===== src/rtl/quant_output_packer.sv =====
// quant_output_packer: adds the output zero point, clamps (optional ReLU) to
// int8 and packs four results little-endian into 32-bit feature-map words.
// It also sequences the requantizer, pulsing q_rst between elements because
// the requantizer does not restart on its own.
//
// state   | meaning
// --------+-------------------------------------------------------------
// IDLE    | waiting for start, requantizer held in reset
// WAIT    | requantizer running; capture once q_ok has been seen low then high
// CLAMP   | zero-point add and saturation of the captured value
// PACK    | place byte into its lane, advance the element counter
// WRITE   | one-cycle RAM write of the packed word
// RESTART | one-cycle requantizer reset before the next element
// DONE    | map complete, requantizer held in reset, done high
module quant_output_packer #(
    parameter int ZERO_POINT = 0,
    parameter int RELU       = 1,
    parameter int ACT_MIN    = -128,
    parameter int ACT_MAX    = 127,
    parameter int NUM_OUT    = 676,
    parameter int ADDR_W     = 10
) (
    input  logic              clk,
    input  logic              rst,
    input  logic              start,
    input  logic [8:0]        q_data,
    input  logic              q_ok,
    output logic              q_rst,
    output logic              mem_we,
    output logic [ADDR_W-1:0] mem_addr,
    output logic [31:0]       mem_wdata,
    output logic [3:0]        mem_be,
    output logic              busy,
    output logic              done
);

    // Counter must hold NUM_OUT itself and always expose a 2-bit lane.
    localparam int CNT_W = ($clog2(NUM_OUT + 1) < 2) ? 2 : $clog2(NUM_OUT + 1);

    localparam logic signed [9:0] ZP10  = 10'(ZERO_POINT);
    localparam logic signed [9:0] MIN10 = 10'(ACT_MIN);
    localparam logic signed [9:0] MAX10 = 10'(ACT_MAX);
    localparam logic signed [9:0] LO10  = (RELU != 0) ? ZP10 : MIN10;

    typedef enum logic [2:0] {
        IDLE,
        WAIT,
        CLAMP,
        PACK,
        WRITE,
        RESTART,
        DONE
    } state_t;

    state_t             state;
    logic               armed;
    logic [8:0]         q_cap;
    logic [7:0]         v_q;
    logic [CNT_W-1:0]   elem_cnt;
    logic [31:0]        pack_q;
    logic [3:0]         mask_q;
    logic               map_end;
    logic               wr_pend;

    logic [1:0]         lane;
    logic signed [9:0]  sum10;
    logic signed [9:0]  floor10;
    logic signed [9:0]  clamp10;

    assign lane = elem_cnt[1:0];

    // Zero-point add in 10 bits (cannot overflow), then max against the lower
    // bound followed by min against the upper bound.
    always_comb begin
        sum10   = $signed({q_cap[8], q_cap}) + ZP10;
        floor10 = (sum10 < LO10) ? LO10 : sum10;
        clamp10 = (floor10 > MAX10) ? MAX10 : floor10;
    end

    // Sequencer FSM with all outputs registered.
    always_ff @(posedge clk or posedge rst) begin
        if (rst) begin
            state     <= IDLE;
            armed     <= 1'b0;
            q_cap     <= '0;
            v_q       <= '0;
            elem_cnt  <= '0;
            pack_q    <= '0;
            mask_q    <= '0;
            map_end   <= 1'b0;
            wr_pend   <= 1'b0;
            q_rst     <= 1'b1;
            mem_we    <= 1'b0;
            mem_addr  <= '0;
            mem_wdata <= '0;
            mem_be    <= '0;
            busy      <= 1'b0;
            done      <= 1'b0;
        end else begin
            mem_we <= 1'b0;
            case (state)
                IDLE, DONE: begin
                    if (start) begin
                        state    <= WAIT;
                        q_rst    <= 1'b0;
                        busy     <= 1'b1;
                        done     <= 1'b0;
                        armed    <= 1'b0;
                        elem_cnt <= '0;
                        pack_q   <= '0;
                        mask_q   <= '0;
                        map_end  <= 1'b0;
                        wr_pend  <= 1'b0;
                        mem_addr <= '0;
                    end
                end
                WAIT: begin
                    // A q_ok still high from the previous element is ignored
                    // until it has been seen low at least once.
                    if (!q_ok) begin
                        armed <= 1'b1;
                    end else if (armed) begin
                        q_cap <= q_data;
                        state <= CLAMP;
                    end
                end
                CLAMP: begin
                    v_q   <= clamp10[7:0];
                    state <= PACK;
                end
                PACK: begin
                    pack_q[{lane, 3'b000} +: 8] <= v_q;
                    mask_q[lane]                <= 1'b1;
                    elem_cnt                    <= elem_cnt + CNT_W'(1);
                    map_end <= (elem_cnt == CNT_W'(NUM_OUT - 1));
                    if (lane == 2'd3 || elem_cnt == CNT_W'(NUM_OUT - 1)) begin
                        state <= WRITE;
                    end else begin
                        state <= RESTART;
                        q_rst <= 1'b1;
                    end
                end
                WRITE: begin
                    mem_we    <= 1'b1;
                    mem_wdata <= pack_q;
                    mem_be    <= mask_q;
                    pack_q    <= '0;
                    mask_q    <= '0;
                    q_rst     <= 1'b1;
                    if (map_end) begin
                        state <= DONE;
                        done  <= 1'b1;
                        busy  <= 1'b0;
                    end else begin
                        state   <= RESTART;
                        wr_pend <= 1'b1;
                    end
                end
                RESTART: begin
                    // The address only advances once a word has gone out and
                    // more elements follow, so it never passes the last word.
                    if (wr_pend) begin
                        mem_addr <= mem_addr + ADDR_W'(1);
                    end
                    wr_pend <= 1'b0;
                    armed   <= 1'b0;
                    q_rst   <= 1'b0;
                    state   <= WAIT;
                end
                default: begin
                    state <= IDLE;
                    q_rst <= 1'b1;
                    busy  <= 1'b0;
                end
            endcase
        end
    end

endmodule


===== config.mk =====
export PLATFORM = sky130hd
export DESIGN_NAME = quant_output_packer
export DESIGN_NICKNAME = d
export VERILOG_FILES = /design/src/rtl/quant_output_packer.sv
export SDC_FILE = /design/constraint.sdc
export NUM_CORES = 1
export LEC_CHECK = 0
export CELL_PAD_IN_SITES_DETAIL_PLACEMENT = 0
export CELL_PAD_IN_SITES_GLOBAL_PLACEMENT = 1
export CORE_MARGIN = 1.5
export CORE_UTILIZATION = 48
export DETAILED_ROUTE_END_ITERATION = 8
export GPL_TIMING_DRIVEN = 0
export HOLD_SLACK_MARGIN = 0.05
export PLACE_DENSITY = 0.86
export SLEW_MARGIN = 20
export SYNTH_ARGS = -nofsm -noshare
export SYNTH_HDL_FRONTEND = slang
export SYNTH_SLANG_ARGS = --single-unit

===== constraint.sdc =====
create_clock -name clk -period 8.24 [get_ports clk]
set_input_delay 1.648 -clock clk [delete_from_list [all_inputs] [get_ports clk]]
set_output_delay 1.648 -clock clk [all_outputs]
set_load 0.03 [all_outputs]

==> impl_results.md <==
- Port-buffer cells: 61
- Worst hold-check path type: reg2reg
- PD cells: 340 nW/µm²
- First-pass GRT wire length: 19100 µm
- Pwr Total: 2.20 mW
- Setup violators final: 0
- Drt drc: 0
- Share of layout cells above drive strength 1: 18.5%
- Metal-1 WL: 5210 µm
- Static Leak: 2.89 nW
- DR pass1 iterations: 4
- Via count normalized by instance count: 5.67
- CTS tree: done
- Maximum clock path buffer count: 2
- Vias in the first global route: 3725
- Fin area: 6480 µm²
- Total track usage: 22.1%
- Cell Rows: 37
- Wire length per cell: 17.9 µm
- Layout area overhead: 28.5%
- CTS sink cnt: 119
- Later-pin clock latency in the skew report: 520 ps
- Hold_buf cts: 0
- Cell Chain, Critical Path: clkdlybuf4s50_1
- Placed cell area: 5860 µm²
- Crit Path Class: reg2out
- Clock slew at reported path FFs: 60 ps
- Critical Path Start: q_rst
- Post-place setup slack: 4690 ps
- Grt total ovfl: 0
- Mapped Cells: 409
- Hold path cells: 2
- Total CTS buffers: 17
- Final hold vios: 0
- Async SR Flop Fraction: 100%
- Initial Utilization: 49.1%
- Final #Nets: 509
- DIE WIDTH: 106 µm
- RSZ-0062 raised after global routing: no
- Core Region: 10300 µm²
- Finished Core Util: 63.1%
- Worst reg2reg path depth: 5
- Top delay family on crit path: buffers and inverters
- Max Cap Viol: 0
- Post-CTS Setup Bufs: 0
- RR Endpoint: mem_wdata[6]
- Ys flop type: dfrtp_1
- Area contributors post-synth: dfrtp_1, mux2_2, a22o_1, nand2_1, o31ai_1
- Setup WS post-layout: 4900 ps
- Number of synthesized register bits: 119
- CP bufs+invs: 1
- Mapped cell area: 5040 µm²
- Hold Crit Endpoint: q_rst
- DP Cell Count: 607
- Yosys cell types: 49
- Fin cells: 639
- Pin count of the biggest net entering global routing: 78
- Total die area: 11100 µm²
- Root buf cell: clkbuf_8
- Routed WL: 11500 µm
- Worst Path Required: 6590 ps
- Final period utilization: 40.5%
- Max-slew headroom: 36.5%
- Slowest Stage Delay on Critical Path: 660 ps
- Syn nets: 428
- Skew final: 8.91 ps
- Diode count: 0
- CP max-delay cell: clkdlybuf4s50_1
- Crit path arrival time: 1690 ps
- Fin Setup TNS: 0 ps
- Min Tclk post-route: 3340 ps
- Uppermost layer routed: met4
- Antenna violations before repair: 0
- Worst VDD drop: 0.175 mV
- Reg-to-reg startpoint: state[1]
- Critical path launch point type: flop
- Slew @ Worst Pin: 949 ps
- Fillers: 850
- Detail Route Antenna Nets: 0
- Sequential area share after synthesis: 59.1%
- IO Pins: 63
- Crit end category: primary output
- Final Hold Slack: 498 ps
- Fmax achieved: 299 MHz
- Count of flip-flops with a built-in enable after synthesis: 0
- Vias: 3621
- Hold_sp: q_rst
- Slew Viols, Final: 0
- Mean Syn Cell Area: 12.3 µm²
- Wire length on met3: 447 µm
- H-tree Lvls: 4
- GP Congestion: 0.873
- Synth area leader: dfrtp_1
- HPWL after DPL: 7430 µm
- FF-to-FF setup slack: 5690 ps
- Die height: 106 µm
- Area share of the largest cell type after synthesis: 58.5%
- Post-CTS Resized: 0
- Critical path peak fanout: 2
- Iteration-0 DRC Markers: 206
- Status: finished clean
- Met2 wire len: 5610 µm
- Yosys warning count: 0
[sequential cells by signal (all words and copies together) (netlist names), 3 cells and up]
register / count
elem_cnt: 10
pack_q: 32
v_q: 8
q_cap: 9
mask_q: 4
mem_wdata: 32
state: 3
mem_be: 4
mem_addr: 10
[worst max-delay path by stage]
stage	endpoint	depth (start not counted)
floorplan	armed	1
global placement	q_cap[5]	2
detailed placement	q_cap[7]	4
CTS	q_rst	1
global route	mem_addr[4]	1
finish	q_rst	1
[final cells by class]
cell class | instances | area [µm²] | area share [%]
sequential | 119 | 2980 | 46.0
timing repair buffer | 62 | 638 | 9.85
buffer | 19 | 92.6 | 1.43
multi-input combinational | 264 | 1950 | 30.1
clock buffer | 19 | 422 | 6.51
tap | 136 | 170 | 2.63
inverter | 7 | 31.3 | 0.483
clock inverter | 13 | 195 | 3.01
[Yosys cell counts, drive strengths merged (3+ instances only)]
| cell | count |
|---|---|
| clkbuf | 9 |
| nor2b | 8 |
| o22ai | 6 |
| dfrtp | 118 |
| a22o | 34 |
| nor4 | 3 |
| a31oi | 3 |
| o211ai | 5 |
| nand4 | 5 |
| ha | 6 |
| nor3 | 4 |
| nor2 | 23 |
| mux2 | 46 |
| o21ai | 11 |
| a21oi | 14 |
| inv | 7 |
| nand2 | 28 |
| nand3 | 8 |
| buf | 10 |
| nand4b | 3 |
| or4 | 5 |
| o21a | 3 |
| nand2b | 6 |
| o31ai | 14 |
| xnor2 | 6 |
[cells by family (layout without fill, tap and decap cells)]
| family | count (synthesis) | after routing | share of synthesized area [%] |
|---|---|---|---|
| adder cells (fa/ha/maj) | 6 | 6 | 1.49 |
| buffers and inverters | 26 | 120 | 2.36 |
| AO/OA/AOI/OAI | 103 | 103 | 15.0 |
| flip-flops | 119 | 119 | 59.1 |
| AND/OR/NAND/NOR | 103 | 103 | 10.8 |
| multiplexers | 46 | 46 | 10.3 |
| XOR/XNOR | 6 | 6 | 1.04 |
[cell usage in the layout, fill, tap and decap left out, types with 8 or more instances in the layout]
cell type,synthesis,final
clkdlybuf4s50_1,0,61
o31ai_1,14,14
o21ai_0,11,11
nor2_1,23,23
dfrtp_1,118,118
a21oi_1,14,14
nand3_1,8,8
clkbuf_16,0,16
nor2b_1,8,8
mux2_2,46,46
a22o_1,34,34
clkbuf_1,9,11
nand2_1,28,28
[layer usage]
metal / track usage, % / up-vias
li1: - / 1683
met1: 30.3 / 1833
met2: 34.3 / 87
met3: 5.69 / 18
met4: 8.11 / 0
met5: 0 / -
[report_power, final]
| part | leakage (nW) | switching (mW) | internal (mW) |
|---|---|---|---|
| Combinational | 0.994 | 0.377 | 0.259 |
| Sequential | 1.60 | 0.103 | 0.698 |
| Clock | 0.290 | 0.273 | 0.495 |
| Total | 2.89 | 0.753 | 1.45 |
No activity file was read; power rests on OpenSTA's default activity.
==> RTL change: new RTL, config.mk and constraints unchanged <==
Register the output `mem_wdata` once more, cleared by the reset; this adds one clock of latency there. The other outputs are not delayed to match.
--- a/src/rtl/quant_output_packer.sv
+++ b/src/rtl/quant_output_packer.sv
@@ -52,6 +52,8 @@
         DONE
     } state_t;
 
+    logic [31:0] mem_wdata_s0;
+
     state_t             state;
     logic               armed;
     logic [8:0]         q_cap;
@@ -92,7 +94,7 @@
             q_rst     <= 1'b1;
             mem_we    <= 1'b0;
             mem_addr  <= '0;
-            mem_wdata <= '0;
+            mem_wdata_s0 <= '0;
             mem_be    <= '0;
             busy      <= 1'b0;
             done      <= 1'b0;
@@ -142,7 +144,7 @@
                 end
                 WRITE: begin
                     mem_we    <= 1'b1;
-                    mem_wdata <= pack_q;
+                    mem_wdata_s0 <= pack_q;
                     mem_be    <= mask_q;
                     pack_q    <= '0;
                     mask_q    <= '0;
@@ -176,5 +178,13 @@
         end
     end
 
+    always_ff @(posedge clk or posedge rst) begin
+        if (rst) begin
+            mem_wdata <= '0;
+        end else begin
+            mem_wdata <= mem_wdata_s0;
+        end
+    end
+
 endmodule
 
Behaviour: same outputs for any inputs over 10 cycles, from zero or initial values and one cycle with rst high; that may be too few to reach the edited logic, so the function may still have changed.
==> RTL change against the original RTL <==
- synthesized area rose by 16%
- highest routed layer unchanged
- critical endpoint unchanged
- sequential cell count rose by 32
- total power rose by 4.3%
- wire length fell by 3.6%
- worst setup slack improved by 0.053 ns
- clock skew barely moved
- design area rose by 12%
- worst hold slack got worse by 0.13 ns
- largest cell class unchanged
- count of clock-buffer cells in the layout did not move
==> RTL change: results (changes against the original RTL) <==
RR Endpoint pack_q[13]$_DFFE_PP0P_; H-tree depth 4 (unchanged); Max-slew headroom 59.0% (+23 points); Critical Path Max Stage Delay 0.67 ns; final hold violation count 0 (unchanged); Critical Path AT 1.64 ns (-0.05 ns); clock skew 0.00872 ns (-0.000188 ns); hold path start mem_wdata_s0[27]$_DFFE_PP0N_; pin count of the biggest net entering global routing 101 (+29%); root buffer cell clkbuf_16; Yosys cell types 54 (+10%); Metal-1 WL 5.24 mm (+0.42%); Net Sw Power 0.760 mW (+0.99%); WHS 0.365 ns (-0.133 ns); HPWL after DPL 7.40 mm (-0.46%); vias per std cell 5.47 (-3.5%); CP Max Fanout 3 (+1); ranking of synthesized cells by area dfrtp_1 64%, mux2_2 8.3%, a22o_1 5.4%, nand2_1 1.7%, ha_1 1.3%; Cells after Synth 422 (+3.2%); Skew-Pair Late Insertion Delay 0.42 ns (-0.10 ns); crit-path leading delay family buffers and inverters; peak supply drop 0.185 mV (+5.4%); setup bufs post-CTS 0 (unchanged); first-pass GRT wire length 18.6 mm (-2.4%); Inserted Clock Buffers 17 (unchanged); Ys Warns 0 (unchanged); R2R Path Start elem_cnt[0]$_DFFE_PP0P_; Top Registers mem_wdata: 32 flops, mem_wdata_s0: 32 flops, pack_q: 32 flops; Ant. Diodes 0 (unchanged); GRT Total Usage 18.9% (-3.2 points); GP Congestion 0.778 (-11%); vias in the first global route 3,555 (-4.6%); Seq/Total Area, Yosys 64.6% (+5.5 points); Buffers on Ports 62 (+1.6%); dpl cells 632 (+4.1%); # resized after CTS 0 (unchanged); # nets final 523 (+2.8%); Met3 Routed Length 461 um (+3.1%); WL final 11.1 mm (-3.6%); initial DRC count 179 (-13%); Mapped Nets 441 (+3.0%); status finished clean; met2 WL 5.17 mm (-7.8%); average wire per standard cell 16.6 um (-7.2%); fraction of layout cells with a size suffix above 1 20.1% (+1.6 points); path depth of the worst reg2reg path 7 (+2); cell depth of the worst hold path 0 (-2); worst hold endpoint mem_wdata[27]$_DFF_PP0_; period utilisation layout 39.9% (-0.64 points); synth cell count leaders 150 x dfrtp_1, 43 x mux2_2, 36 x a22o_1; Pleak 3.43 nW (+19%); asr flop ratio synth 100% (unchanged); r2r setup slk 6.05 ns (+0.36 ns); Pre-Repair DR Iteration Count 4 (unchanged)
[RTL change: power groups by stage]
stage / Combinational (mW) / Clock, mW / Sequential (mW)
floorplan: 0.364 / 0 / 1.03
global placement: 0.577 / 0 / 0.992
detailed placement: 0.591 / 0 / 0.998
CTS: 0.595 / 0.741 / 0.986
global route: 0.645 / 0.777 / 1.00
finish: 0.588 / 0.727 / 0.983
[RTL change: final cells by class]
type / instances / area (sq um)
flip-flops and latches: 151 / 3780
clock buffers: 19 / 453
repair buffers: 63 / 648
fillers: 940 / 4710
inverters: 5 / 26.3
multi-input cells: 249 / 1940
well taps: 147 / 184
clock inverters: 13 / 110
plain buffers: 17 / 119
[RTL change: metrics by stage]
| step | power (mW) | area (sq um) | setup WS (ns) | utilization [%] |
|---|---|---|---|---|
| after floorplan | 1.39 | 5850 | 2.53 | - |
| after global placement | 1.57 | 6660 | 0.720 | 55.7 |
| after detailed placement | 1.59 | 6690 | 4.76 | 56.0 |
| after CTS | 2.32 | 7260 | 4.94 | 60.7 |
| after global routing | 2.42 | 7260 | 4.91 | 60.7 |
| final | 2.30 | 7260 | 4.95 | 60.7 |
[RTL change: cells by family after synthesis]
| kind of cell | after synthesis | share of synthesized area, % |
|---|---|---|
| AO/OA/AOI/OAI | 83 | 10.9 |
| XOR/XNOR | 7 | 1.05 |
| adder cells (fa/ha/maj) | 7 | 1.45 |
| buffers and inverters | 22 | 2.35 |
| flip-flops | 151 | 64.6 |
| multiplexers | 50 | 9.51 |
| AND/OR/NAND/NOR | 102 | 10.2 |
[RTL change: worst max-delay path by stage]
stage,start,end,slack [ns],cells past startpoint
6_report,q_rst$_DFFE_PP1P_,q_rst,4.95,1
3_5_place_dp,start,pack_q[25]$_DFFE_PP0P_,4.76,5
4_1_cts,q_rst$_DFFE_PP1P_,q_rst,4.94,1
5_1_grt,q_rst$_DFFE_PP1P_,q_rst,4.91,1
2_1_floorplan,rst,armed$_DFFE_PP0P_,2.53,1
3_3_place_gp,rst,mem_wdata[2]$_DFF_PP0_,0.72,2
[RTL change: routing by layer]
metal,GRT usage (%),vias up
met5,0,-
li1,-,1692
met3,5.05,16
met2,27.8,79
met1,27.0,1845
met4,7.42,0
